**config.mk**
```make
export PLATFORM = sky130hd
export DESIGN_NAME = syscall_unit
export DESIGN_NICKNAME = d
export VERILOG_FILES = /design/src/rtl/syscall_unit.sv
export SDC_FILE = /design/constraint.sdc
export NUM_CORES = 1
export LEC_CHECK = 0
export CAP_MARGIN = 20
export CELL_PAD_IN_SITES_DETAIL_PLACEMENT = 0
export CELL_PAD_IN_SITES_GLOBAL_PLACEMENT = 1
export CORE_MARGIN = 3
export CORE_UTILIZATION = 29
export CTS_CLUSTER_DIAMETER = 150
export DETAILED_ROUTE_END_ITERATION = 6
export PLACE_DENSITY_LB_ADDON = 0.1
export SETUP_SLACK_MARGIN = 0.15
export SYNTH_ARGS = -nofsm -noshare
export SYNTH_HDL_FRONTEND = slang
export SYNTH_SLANG_ARGS = --single-unit
```
**constraint.sdc**
```tcl
create_clock -name clk -period 2.2 [get_ports clk]
set_input_delay 0.33 -clock clk [delete_from_list [all_inputs] [get_ports clk]]
set_output_delay 0.33 -clock clk [all_outputs]
set_load 0.01 [all_outputs]
```
**src/rtl/syscall_unit.sv**
```systemverilog
// Syscall service unit: print_string (code 4), print_int as 8 hex digits (code 1), exit (code 10).
// Holds the CPU pipeline via stall while a service is in progress.
module syscall_unit #(
   parameter int MAX_LEN = 1024
) (
   input  logic        clk,
   input  logic        rst,
   input  logic        syscall,
   input  logic [31:0] sys_call_reg,
   input  logic [31:0] std_out_address,
   output logic        mem_req,
   output logic [31:0] mem_addr,
   input  logic        mem_ack,
   input  logic [31:0] mem_rdata,
   output logic        out_valid,
   output logic [7:0]  out_char,
   input  logic        out_ready,
   output logic        stall,
   output logic        halt,
   output logic        bad_code
);

   // count doubles as the hex digit index, so it needs at least 3 bits
   localparam int CW_RAW = $clog2(MAX_LEN + 1);
   localparam int CW     = (CW_RAW < 3) ? 3 : CW_RAW;

   typedef enum logic [2:0] {
      IDLE,
      FETCH,
      EMIT,
      HEX,
      HALT
   } state_t;

   state_t          r_state;
   state_t          w_state_nx;
   logic [31:0]     r_ptr;
   logic [CW-1:0]   r_count;
   logic [CW-1:0]   w_count_inc;
   logic [7:0]      r_char;
   logic            r_bad;
   logic            w_code_ok;
   logic [7:0]      w_byte;
   logic [31:0]     w_shift;
   logic [3:0]      w_nib;
   logic [7:0]      w_hex;

   assign w_code_ok   = (sys_call_reg == 32'd1) || (sys_call_reg == 32'd4) ||
                        (sys_call_reg == 32'd10);
   assign w_count_inc = r_count + 1'b1;

   always_comb begin
      case (r_ptr[1:0])
         2'd0:    w_byte = mem_rdata[31:24];
         2'd1:    w_byte = mem_rdata[23:16];
         2'd2:    w_byte = mem_rdata[15:8];
         default: w_byte = mem_rdata[7:0];
      endcase
   end

   // Digit r_count of the captured value, MSB nibble first
   assign w_shift = r_ptr << {r_count[2:0], 2'b00};
   assign w_nib   = w_shift[31:28];
   assign w_hex   = (w_nib < 4'd10) ? (8'h30 + {4'h0, w_nib}) : (8'h57 + {4'h0, w_nib});

   always_ff @(posedge clk) begin
      if (rst) begin
         r_state <= IDLE;
      end else begin
         r_state <= w_state_nx;
      end
   end

   always_comb begin
      w_state_nx = r_state;
      stall      = 1'b0;
      mem_req    = 1'b0;
      mem_addr   = '0;
      out_valid  = 1'b0;
      out_char   = r_char;
      halt       = 1'b0;
      case (r_state)
         IDLE: begin
            if (syscall) begin
               stall = w_code_ok;
               if (sys_call_reg == 32'd4) begin
                  w_state_nx = FETCH;
               end else if (sys_call_reg == 32'd1) begin
                  w_state_nx = HEX;
               end else if (sys_call_reg == 32'd10) begin
                  w_state_nx = HALT;
               end
            end
         end
         FETCH: begin
            stall    = 1'b1;
            mem_req  = 1'b1;
            mem_addr = {r_ptr[31:2], 2'b00};
            if (mem_ack) begin
               w_state_nx = (w_byte == 8'h00) ? IDLE : EMIT;
            end
         end
         EMIT: begin
            stall     = 1'b1;
            out_valid = 1'b1;
            if (out_ready) begin
               w_state_nx = (w_count_inc == CW'(MAX_LEN)) ? IDLE : FETCH;
            end
         end
         HEX: begin
            stall     = 1'b1;
            out_valid = 1'b1;
            out_char  = w_hex;
            if (out_ready && (r_count == CW'(7))) begin
               w_state_nx = IDLE;
            end
         end
         HALT: begin
            stall = 1'b1;
            halt  = 1'b1;
         end
         default: w_state_nx = IDLE;
      endcase
   end

   assign bad_code = r_bad;

   always_ff @(posedge clk) begin
      if (rst) begin
         r_ptr   <= '0;
         r_count <= '0;
         r_char  <= '0;
         r_bad   <= 1'b0;
      end else begin
         r_bad <= 1'b0;
         case (r_state)
            IDLE: begin
               if (syscall) begin
                  r_ptr   <= std_out_address;
                  r_count <= '0;
                  r_bad   <= !w_code_ok;
               end
            end
            FETCH: begin
               if (mem_ack && (w_byte != 8'h00)) begin
                  r_char <= w_byte;
               end
            end
            EMIT: begin
               if (out_ready) begin
                  r_ptr   <= r_ptr + 32'd1;
                  r_count <= w_count_inc;
               end
            end
            HEX: begin
               if (out_ready) begin
                  r_count <= w_count_inc;
               end
            end
            default: ;
         endcase
      end
   end

endmodule

```
==> results.md <==
* Synth Register Bits at 55
* Post-synth EDFFs at 0
* Vias at around 5,400
* Vias per inst at 5.36
* Async set-reset flop share out of synthesis at 0%
* Post-synthesis instance area at 0.00424 sq mm
* Initial antenna violation count at 0
* Max Cap Viol at 0
* Core Region at around 0.014 sq mm
* DP Area at 0.00652 sq mm
* Final wirelength at between 15,000 and 20,000 um
* Clock buffer count from CTS at 5
* Largest net degree at the start of global routing at 31
* Leak at slightly above 3 nW
* Worst setup path end: out_char[2]
* Dominant cells by area after synthesis: dfxtp_1, a21oi_1, and2_1
* Pwr dens at approximately 350 mW/mm^2
* Worst path depth at 8
* Fmax at 396 MHz
* Min Hold Slack at a little under 500 ps
* Clk_lat worst skew at ~300 ps
* CTS sink cnt at 55
* 1st-iter DRT viols at 275
* CP startpoint: r_count[1]
* Top post-synthesis cells by count: nand2_1, nor2_1, a21oi_1, dfxtp_1, and2_1
* Final instance area at 0.00757 sq mm
* CP endpoint kind: output port
* WP data arrival at roughly 2200 ps
* Total power at around 2.7 mW
* Most common cell in the netlist: nand2_1
* Overflow left after global routing at 0
* Crit Path Class: reg -> out
* Fillcell total at 1,337
* Antenna diodes at 0
* Syn Inst Count at roughly 580
* Hold buffer count at cts at 0
* Gr usage total at a little over a fifth
* Die Area at ~0.016 sq mm
* Routed len/inst at 17.8 um
* PortBufs at ~140
* # rows at 43
* Maximum VDD drop at around 0.34 mV
* Cells after DPL at approximately 950
* Worst slew pin tran at ~600 ps
* Yosys top cell area share at approximately 26%
* Clk slew on worst S/H paths at around 80 ps
* Post-detail-place hpwl at between 10,000 and 15,000 um
* CP max-delay cell: mux4_2
* H-tree level count at 2
* Number of remaining DRC errors at 0
* Crit Path Max Fanout at 6
* Avg Synthesized Cell Area at around 7.4 sq um
* Status: complete, but fails checks
* Met1 usage at around 28%
* Critical-path cell list: mux4_2 > mux2i_4 > ha_4 > inv_2 > nor2_4 > xor2_2 > o21ai_2 > buf_2
* Number of global-route vias before repair at 5,130
* Net count, final at 927
* Failing checks: negative setup slack
* R2r setup slk at -80 ps
* Post-synth top area cell: dfxtp_1
* Non-filler cells, final at roughly 1,000
* Post-route antenna net violation count at 0
* Width of the die at between 100 and 150 um
* Worst Skew at 9.34 ps
* Longest Clk Path Bufs at 2
* Worst reg2reg endpoint: r_char[6]
* DR pass1 iterations at 5
* R2R cell count at 13
* Met3 usage at 3.66%
* Synth warn at 0
* R2r startpoint: r_ptr[1]
* Final setup viols at 14
* GPL Wtd Cong at between 0.8 and 0.9
* Post-layout min period at between 2000 and 3000 ps
* Chip Height at 127 um
* Final WS setup at -325 ps
* Rel. slew slack at roughly three fifths
* Io pins at 146
* Startpoint Class: flip-flop
* Grt peak-use layer: met2
* Worst path max stage delay at around 530 ps
* Crit path max-delay family: multiplexers
* Fraction of layout cells with a size suffix above 1 at between 30% and 40%
* Final hold violation count at 0
* Period utilization at 115%
* Fin. max-slew vios at 0
* Number of distinct library cells after synthesis at 66
* First-pass GRT wire length at 27,400 um
* Setup TNS at -1950 ps
* Main synth FF type: dfxtp_1
* Grt met2 use at between 30% and 40%
* Worst path required time at ~1900 ps
* Area growth from synthesis to layout at 78.6%
* Register area share after synthesis at about a quarter
* Initial core utilization at about 30%
* Min-delay worst type: reg -> reg
* CTS tree: done
* RSZ-0062 raised after global routing: yes
* Buffer and inverter count on the worst path at 2
* Root buffer selected by CTS: clkbuf_16
[logic make-up (layout without fill, tap and decap cells)]
logic type / Yosys count / in the layout / share of synthesized area (%)
AND/OR/NAND/NOR: 266 / 266 / 33.7
AO/OA/AOI/OAI: 167 / 167 / 24.2
adder cells (fa/ha/maj): 6 / 6 / 1.77
flip-flops: 55 / 55 / 26.0
other: 1 / 2 / 0.0884
XOR/XNOR: 5 / 5 / 1.03
buffers and inverters: 52 / 297 / 5.19
multiplexers: 23 / 23 / 8.08
[stage by stage]
| stage | utilization [%] | worst slack (ps) |
|---|---|---|
| final | 53.7 | -325 |
| after global routing | 53.7 | -444 |
| after detailed placement | 46.3 | -443 |
| after global placement | 46.3 | -403 |
| after floorplan | - | 70.4 |
| after CTS | 50.8 | -347 |
[worst min-delay path by stage]
stage | from | end | slack (ps) | depth (start not counted)
6_report | r_char[7] | r_char[7] | 500 | 2
5_1_grt | rst | r_count[7] | 530 | 2
4_1_cts | r_char[7] | r_char[7] | 500 | 2
3_5_place_dp | r_char[7] | r_char[7] | 480 | 2
3_3_place_gp | r_char[7] | r_char[7] | 470 | 2
2_1_floorplan | r_char[5] | r_char[5] | 450 | 2
[area by class of cell]
cell class	count	area [sq um]	share of cell area [%]
Clock inverter	2	13.8	0.182
Tap cell	180	225	2.97
Sequential cell	55	1120	14.8
Multi-Input combinational cell	469	3440	45.4
Clock buffer	6	150	1.98
Timing Repair Buffer	283	2600	34.3
Inverter	6	25.0	0.330
[cell usage in the layout, fill, tap and decap left out, drive strengths merged, types with 7 or more instances in the layout]
cell / instances
nand2: 59
dfxtp: 55
clkbuf: 16
a22oi: 15
clkdlybuf4s50: 70
mux4: 8
nor3: 14
buf: 163
nand3: 21
nor2: 58
mux2i: 15
nand2b: 7
a211oi: 9
nor4: 18
and2: 38
and3: 9
nand4: 15
nor2b: 8
o21ai: 39
dlymetal6s2s: 17
a31oi: 16
dlygate4sd2: 17
a21oi: 56
[report_power, final]
part / switching [mW] / internal (mW) / total (mW) / leakage (nW)
clock network: 0.410 / 0.493 / 0.904 / 0.0820
logic: 0.313 / 0.405 / 0.718 / 2.58
registers: 0.0332 / 1.03 / 1.06 / 0.455
[worst min-delay path: stages (launching register included)]
cell and delay [ps]:
dfxtp_1 330, mux2i_1 60, nor2_1 70
[flip-flops by register name, indices dropped and copies added, names as in the netlist]
signal,cells
r_state,3
r_count,11
r_char,8
bad_code,1
r_ptr,32
[layer usage]
layer | share of wire, % | wire [um]
met5 | 0 | 0
met4 | 1.5 | 271
met3 | 5.3 | 940
met2 | 49 | 8750
met1 | 44 | 7860
[repair_timing]
item,4_1_cts,5_1_grt
cloned,4,1
pin swaps,37,40
buffers inserted,22,17
endpoints found under the setup margin,58,51
gates resized for setup,213,96
hold endpoints to repair,0,0
Note: power is estimated with default switching activity, not from simulation.
